===== config.mk =====
export PLATFORM = sky130hd
export DESIGN_NAME = lcd_rx
export DESIGN_NICKNAME = d
export VERILOG_FILES = /design/src/rtl/lcd_rx_pkg.sv /design/src/rtl/lcd_rx_ram.sv /design/src/rtl/lcd_rx.sv
export SDC_FILE = /design/constraint.sdc
export NUM_CORES = 1
export LEC_CHECK = 0
export BUFFER_PORTS_ARGS = -buffer_cell sky130_fd_sc_hd__buf_2
export CAP_MARGIN = 20
export CORE_ASPECT_RATIO = 0.6
export CORE_MARGIN = 2
export CORE_UTILIZATION = 42
export CTS_CLUSTER_SIZE = 30
export DETAILED_ROUTE_END_ITERATION = 10
export GPL_ROUTABILITY_DRIVEN = 1
export GPL_TIMING_DRIVEN = 0
export HOLD_SLACK_MARGIN = 0.08
export PLACE_DENSITY = 0.62
export SLEW_MARGIN = 20
export SYNTH_ARGS = -nofsm -noshare
export SYNTH_HDL_FRONTEND = slang
export SYNTH_SLANG_ARGS = --single-unit
export TNS_END_PERCENT = 20

===== constraint.sdc =====
create_clock -name clk -period 5.3 [get_ports clk]
set_input_delay 0.53 -clock clk [delete_from_list [all_inputs] [get_ports clk]]
set_output_delay 0.53 -clock clk [all_outputs]
set_load 0.05 [all_outputs]

===== src/rtl/lcd_rx_pkg.sv =====
// Shared definitions for the lcd_rx character-LCD bus receiver.
// Optional feature macro: LCD_RX_BUSY_EN (adds the post-write BUSY state).
package lcd_rx_pkg;

    // Controller state. BUSY only exists when the busy emulation is built in.
`ifdef LCD_RX_BUSY_EN
    typedef enum logic [1:0] {
        ST_IDLE  = 2'd0,
        ST_CLEAR = 2'd1,
        ST_BUSY  = 2'd2
    } state_t;
`else
    typedef enum logic [0:0] {
        ST_IDLE  = 1'b0,
        ST_CLEAR = 1'b1
    } state_t;
`endif

    // HD44780-style instruction opcodes that the receiver interprets.
    localparam logic [7:0] OP_CLEAR     = 8'h01;
    localparam logic [7:0] OP_HOME      = 8'h02;
    localparam logic [7:0] OP_ENTRY     = 8'h04;
    localparam logic [7:0] OP_SET_DDRAM = 8'h80;

    // Fill character written by a clear.
    localparam logic [7:0] SPACE = 8'h20;

    // DDRAM base addresses of the two visible 16-character lines.
    localparam logic [6:0] LINE1_BASE = 7'h00;
    localparam logic [6:0] LINE2_BASE = 7'h40;

    // Character buffer geometry.
    localparam int unsigned DEPTH  = 32;
    localparam int unsigned ADDR_W = 5;

    // Result of translating a DDRAM address into a buffer index.
    typedef struct packed {
        logic              valid;
        logic [ADDR_W-1:0] idx;
    } ddram_map_t;

    // Map a 7-bit DDRAM address onto the 32-entry buffer; only the first
    // 16 columns of each line are backed by storage.
    function automatic ddram_map_t map_ddram(input logic [6:0] addr);
        ddram_map_t m;
        m.valid = 1'b0;
        m.idx   = '0;
        if (addr[6:4] == LINE1_BASE[6:4]) begin
            m.valid = 1'b1;
            m.idx   = {1'b0, addr[3:0]};
        end else if (addr[6:4] == LINE2_BASE[6:4]) begin
            m.valid = 1'b1;
            m.idx   = {1'b1, addr[3:0]};
        end
        return m;
    endfunction

endpackage


===== src/rtl/lcd_rx_ram.sv =====
// 32x8 character buffer: synchronous write, registered read-before-write port.
module lcd_rx_ram
    import lcd_rx_pkg::*;
(
    input  logic              clk,
    input  logic              rst,
    input  logic              we,
    input  logic [ADDR_W-1:0] waddr,
    input  logic [7:0]        wdata,
    input  logic [ADDR_W-1:0] raddr,
    output logic [7:0]        rdata
);

    logic [7:0] mem_q [DEPTH];
    logic [7:0] rdata_d;
    logic [7:0] rdata_q;

    // Read mux; the register below samples the pre-write contents.
    always_comb begin
        rdata_d = mem_q[raddr];
    end

    // Storage array: one write per cycle, no reset (cleared by the controller).
    always_ff @(posedge clk) begin
        if (we) begin
            mem_q[waddr] <= wdata;
        end
    end

    // Read data register, reset to a blank character.
    always_ff @(posedge clk) begin
        if (rst) begin
            rdata_q <= SPACE;
        end else begin
            rdata_q <= rdata_d;
        end
    end

    assign rdata = rdata_q;

endmodule


===== src/rtl/lcd_rx.sv =====
// Receiver for a calculator's character-LCD bus: decodes instructions and
// data writes into a 32-character buffer with cursor tracking.
// Optional feature macro: LCD_RX_BUSY_EN (hold off writes for a fixed time
// after each accepted write, longer after return-home).
module lcd_rx
    import lcd_rx_pkg::*;
#(
    parameter int BUSY_CYCLES      = 20,
    parameter int BUSY_LONG_CYCLES = 800
) (
    input  logic              clk,
    input  logic              rst,
    input  logic              lcd_e,
    input  logic              lcd_rs,
    input  logic              lcd_rw,
    input  logic [7:0]        lcd_data,
    input  logic [ADDR_W-1:0] rd_addr,
    output logic [7:0]        rd_char,
    output logic [ADDR_W-1:0] cursor,
    output logic              wr_strobe,
    output logic              busy,
    output logic              err
);

    if (BUSY_CYCLES < 1 || BUSY_LONG_CYCLES < 1) begin : g_bad_busy_param
        $error("lcd_rx: busy lengths must be at least one cycle");
    end

`ifdef LCD_RX_BUSY_EN
    localparam int BUSY_MAX = (BUSY_LONG_CYCLES > BUSY_CYCLES) ? BUSY_LONG_CYCLES : BUSY_CYCLES;
    localparam int CNT_W    = $clog2(BUSY_MAX + 1);
    logic [CNT_W-1:0] busy_cnt_d, busy_cnt_q;
`endif

    state_t            state_d, state_q;
    logic [ADDR_W-1:0] clr_idx_d, clr_idx_q;
    logic [ADDR_W-1:0] cursor_d, cursor_q;
    logic              incr_d, incr_q;
    logic              err_d, err_q;
    logic              wr_strobe_d, wr_strobe_q;
    logic              e_d, e_q;
    logic              rs_d, rs_q;
    logic              rw_d, rw_q;
    logic [7:0]        data_d, data_q;

    logic              commit;
    logic              wr_req;
    logic              ram_we;
    logic [ADDR_W-1:0] ram_waddr;
    logic [7:0]        ram_wdata;
    ddram_map_t        ddram;

    // Bus capture, transaction decode and the IDLE/CLEAR/BUSY controller.
    always_comb begin
        state_d     = state_q;
        clr_idx_d   = clr_idx_q;
        cursor_d    = cursor_q;
        incr_d      = incr_q;
        err_d       = err_q;
        wr_strobe_d = 1'b0;
        e_d         = lcd_e;
        rs_d        = rs_q;
        rw_d        = rw_q;
        data_d      = data_q;
        ram_we      = 1'b0;
        ram_waddr   = cursor_q;
        ram_wdata   = data_q;
`ifdef LCD_RX_BUSY_EN
        busy_cnt_d  = busy_cnt_q;
`endif

        if (lcd_e) begin
            rs_d   = lcd_rs;
            rw_d   = lcd_rw;
            data_d = lcd_data;
        end

        // Falling edge of the strobe as seen by the sampled copy.
        commit = e_q && !lcd_e;
        wr_req = commit && !rw_q;
        ddram  = map_ddram(data_q[6:0]);

        unique case (state_q)
            ST_IDLE: begin
                if (wr_req) begin
                    if (rs_q) begin
                        ram_we      = 1'b1;
                        wr_strobe_d = 1'b1;
                        cursor_d    = incr_q ? cursor_q + 1'b1 : cursor_q - 1'b1;
`ifdef LCD_RX_BUSY_EN
                        state_d     = ST_BUSY;
                        busy_cnt_d  = CNT_W'(BUSY_CYCLES - 1);
`endif
                    end else if (data_q == OP_CLEAR) begin
                        state_d   = ST_CLEAR;
                        clr_idx_d = '0;
                        cursor_d  = '0;
                        incr_d    = 1'b1;
                    end else begin
                        if (data_q[7:1] == OP_HOME[7:1]) begin
                            cursor_d = '0;
                        end else if (data_q[7:2] == OP_ENTRY[7:2]) begin
                            incr_d = data_q[1];
                        end else if (data_q[7] == OP_SET_DDRAM[7]) begin
                            if (ddram.valid) begin
                                cursor_d = ddram.idx;
                            end else begin
                                err_d = 1'b1;
                            end
                        end
`ifdef LCD_RX_BUSY_EN
                        state_d = ST_BUSY;
                        if (data_q[7:1] == OP_HOME[7:1]) begin
                            busy_cnt_d = CNT_W'(BUSY_LONG_CYCLES - 1);
                        end else begin
                            busy_cnt_d = CNT_W'(BUSY_CYCLES - 1);
                        end
`endif
                    end
                end
            end

            ST_CLEAR: begin
                ram_we    = 1'b1;
                ram_waddr = clr_idx_q;
                ram_wdata = SPACE;
                clr_idx_d = clr_idx_q + 1'b1;
                if (clr_idx_q == ADDR_W'(DEPTH - 1)) begin
                    state_d = ST_IDLE;
                end
                if (wr_req) begin
                    err_d = 1'b1;
                end
            end

`ifdef LCD_RX_BUSY_EN
            ST_BUSY: begin
                if (busy_cnt_q == '0) begin
                    state_d = ST_IDLE;
                end else begin
                    busy_cnt_d = busy_cnt_q - 1'b1;
                end
                if (wr_req) begin
                    err_d = 1'b1;
                end
            end
`endif

            default: begin
                state_d   = ST_CLEAR;
                clr_idx_d = '0;
            end
        endcase

        if (rst) begin
            ram_we = 1'b0;
        end
    end

    // State and bus-capture registers; reset restarts the clear sequence.
    always_ff @(posedge clk) begin
        if (rst) begin
            state_q     <= ST_CLEAR;
            clr_idx_q   <= '0;
            cursor_q    <= '0;
            incr_q      <= 1'b1;
            err_q       <= 1'b0;
            wr_strobe_q <= 1'b0;
            e_q         <= 1'b0;
            rs_q        <= 1'b0;
            rw_q        <= 1'b0;
            data_q      <= '0;
`ifdef LCD_RX_BUSY_EN
            busy_cnt_q  <= '0;
`endif
        end else begin
            state_q     <= state_d;
            clr_idx_q   <= clr_idx_d;
            cursor_q    <= cursor_d;
            incr_q      <= incr_d;
            err_q       <= err_d;
            wr_strobe_q <= wr_strobe_d;
            e_q         <= e_d;
            rs_q        <= rs_d;
            rw_q        <= rw_d;
            data_q      <= data_d;
`ifdef LCD_RX_BUSY_EN
            busy_cnt_q  <= busy_cnt_d;
`endif
        end
    end

    lcd_rx_ram u_ram (
        .clk   (clk),
        .rst   (rst),
        .we    (ram_we),
        .waddr (ram_waddr),
        .wdata (ram_wdata),
        .raddr (rd_addr),
        .rdata (rd_char)
    );

    assign cursor    = cursor_q;
    assign wr_strobe = wr_strobe_q;
    assign busy      = (state_q != ST_IDLE);
    assign err       = err_q;

endmodule

==> impl_metrics.ini <==
[floorplanning]
fp.dieW_um = 218.0
dieArea_mm2 = 0.02886
core-area_mm2 = 0.02671
initial_utilization_pct = 43.21
num_io_pins = 34
die_y_um = 132.4
row_count = 46

[global_routing]
grt_usage_pct = 18.87
grt_pass1_wl_um = 39610
grt_pass1_vias = 6124
gr-total-overflow = 0
grt_max_degree = 33
grt_antenna_before_repair = 0

[critical_path]
worstPathRequired_ns = 5.46
cp_max_fo = 8
cp-start-kind = flop
critPathBufInv = 0
crit_chain = nor3b_1 > a21oi_1 > nor2_1 > o21ai_1 > nor2_1
timing.rr.start = rw_q
crit_family = simple AND/OR/NAND/NOR gates
crit_top_cell = nor2_1
crit_start = rw_q
cp_slowest_cell = nor2_1
cp_data_arrival_time_ns = 2.96
end_kind = flop
timing_worst_setup_path_type = flop to flop
cp_slowest_stage_delay_ns = 0.87

[timing]
rsz0062_at_grt = false
fmax_ghz = 0.3577
setup_tns_ns = 0
fin_crit_sh_pct = 52.75
slew_headroom_pct = 29.23
skew_ns = 0.02085
period_needed_ns = 2.796
worst_pin_slew_ns = 1.058
setup_viol = 0
hold_viol = 0
slew_violations = 0

[yosys]
avgSynthCellArea_um2 = 18.17
synth_cells = 635
synthDistinctLibCells = 48
synthFlopType = edfxtp_1
synth_fp_nets = 659
ys_seq_elements = 289
synth_edf_count = 256
ys.warnings.count = 0
syn_area_mm2 = 0.01154
synthArstFlopShare_pct = 0
ys_seq_area_share_pct = 72.34

[run_status]
run_status = complete, no violations

[drt]
wl_per_cell_um = 24.77
routed_via_density = 5.700
first_pass_iters = 5
drt_wl_total_um = 26710
post-route-drc-count = 0
vias = 6145
first_iter_violations = 697
antenna_left = 0

[cts]
ctsResizeCount = 0
cts_root_buf = clkbuf_16
clk_pin_slew_ns = 0.07
cts_tree = done
h-tree-depth = 1
cts.sinks = 289
clock_latency_ns = 0.56
hold_buffers = 0
postCtsSetupBuffers = 0
cts_buffer_depth = 3
numCtsBuffers = 27

[power_and_ir_drop]
p_per_area_mw_per_mm2 = 349.9
combPwrFrac_pct = 4.9
p_total_mw = 4.575
seq_power_share_pct = 54.2
p_leak_nw = 3.917
switching_share_pct = 21.54
p_clk_share_pct = 40.8
ir_drop_mv = 0.2092
internal-power_mw = 3.590
power_switching_uw = 985.6

[placement]
place_area_mm2 = 0.01223
gp_congestion = 0.9156
portBuffers = 31
dp_hpwl_um = 17770

[final_layout]
antennaDiodeCount = 0
mostFrequentLayoutCell = edfxtp_1
finalInstanceArea_mm2 = 0.01308
final_nets = 722
syn_to_final_growth_pct = 13.30
utilization_pct = 48.96
final_cell_mix = 256 x edfxtp_1, 63 x nor2_1, 52 x mux4_2, 41 x mux2i_1, 36 x buf_2
fillerInstances = 2228
final_layout_size_suffix_gt1_share_pct = 22.14

[worst_hold_path]
worstHoldStart = lcd_rw
hp-class = input pin to flop

[job]
maxCapViolCount = 0
[power by group through the flow]
stage          Sequential, mW  Clock (mW)  Combinational, mW
2_1_floorplan            2.55           0              0.137
3_3_place_gp             2.53           0              0.218
3_5_place_dp             2.53           0              0.223
4_1_cts                  2.48        1.89              0.224
5_1_grt                  2.48        1.99              0.239
6_report                 2.48        1.87              0.225
[sequential cells by signal, summed over array words and instances (netlist names)]
name,count
e_q,1
clr_idx_q,5
err,1
data_q,8
u_ram.mem_q,256
rs_q,1
rw_q,1
wr_strobe,1
cursor,5
u_ram.rdata,8
incr_q,1
busy,1
[layout make-up]
type                            instances  area [um2]  share of cell area (%)
Sequential cell                       289        8348                   63.85
Clock buffer                           32       694.4                   5.311
Buffer                                 29       186.4                   1.426
Inverter                                7       26.28                  0.2010
Multi-Input combinational cell        310        3027                   23.15
Clock inverter                         17       145.1                   1.110
Tap cell                              360       450.4                   3.445
Timing Repair Buffer                   34       197.7                   1.512
[cells in the mapped netlist, types with 3 or more instances]
library cell	number	area (um2)
buf_1	5	18.77
ha_1	5	62.56
a221o_1	8	80.08
edfxtp_1	256	7687
xnor2_1	3	26.28
a21oi_1	12	60.06
o22ai_1	6	37.54
nor2_1	63	236.5
o21ai_1	4	20.02
mux4_1	3	78.83
buf_2	5	25.02
and2_1	3	18.77
dfxtp_1	33	660.6
a221oi_1	9	78.83
clkbuf_1	7	26.28
a211oi_1	5	37.54
buf_6	7	78.83
nand2b_1	4	25.02
buf_4	5	37.54
inv_1	7	26.28
mux2i_1	41	410.4
o21ai_0	9	45.04
nor2b_1	13	81.33
mux2_1	7	78.83
nand3_1	3	15.01
nand2_1	14	52.55
a32oi_1	3	26.28
a22oi_1	4	30.03
nor3_1	8	40.04
mux2_2	5	56.30
nor3b_1	6	45.04
mux4_2	52	1171
[routing by layer]
layer / vias up / wire length [um] / global-route usage [%]
met5: - / 0 / 0
met4: 0 / 571 / 4.686
met3: 42 / 1804 / 3.760
met2: 217 / 11300 / 25.89
met1: 3205 / 13030 / 30.47
li1: 2681 / - / -
[per-stage QoR]
step | setup WS, ns | cells | hold slack, ns
global route | 2.299 | 1078 | 0.2123
CTS | 2.511 | 1077 | 0.1985
floorplan | 3.070 | 635 | 0.4616
detailed placement | 2.157 | 1028 | 0.4489
finish | 2.504 | 1078 | 0.2134
global placement | 2.055 | 1026 | 0.4434
[cells by family (layout without fill, tap and decap cells)]
| group | Yosys count | count (layout) | synth area share (%) |
|---|---|---|---|
| DFF | 289 | 289 | 72.34 |
| and+or+nand+nor | 122 | 122 | 4.912 |
| muxes | 108 | 108 | 15.56 |
| AOI/OAI and AO/OA | 71 | 71 | 4.402 |
| buffers and inverters | 36 | 119 | 1.843 |
| adders and majority gates | 6 | 6 | 0.7156 |
| xor gates and xnor gates | 3 | 3 | 0.2277 |
[worst paths after layout]
path | cells after the start | slack, ns | endpoint
worst max-delay path | 5 | 2.50 | u_ram.mem_q[29][4]
worst min-delay path | 3 | 0.21 | rw_q
worst max register to register | 5 | 2.50 | u_ram.mem_q[29][4]
worst min register to register | 2 | 0.46 | err
[tightest hold or removal path, delay by kind of cell]
family / cells / cell delay [ns]
mux: 1 / 0.06
simple gates: 1 / 0.07
buf+inv: 1 / 0.08
Note: power is estimated with default switching activity, not from simulation.
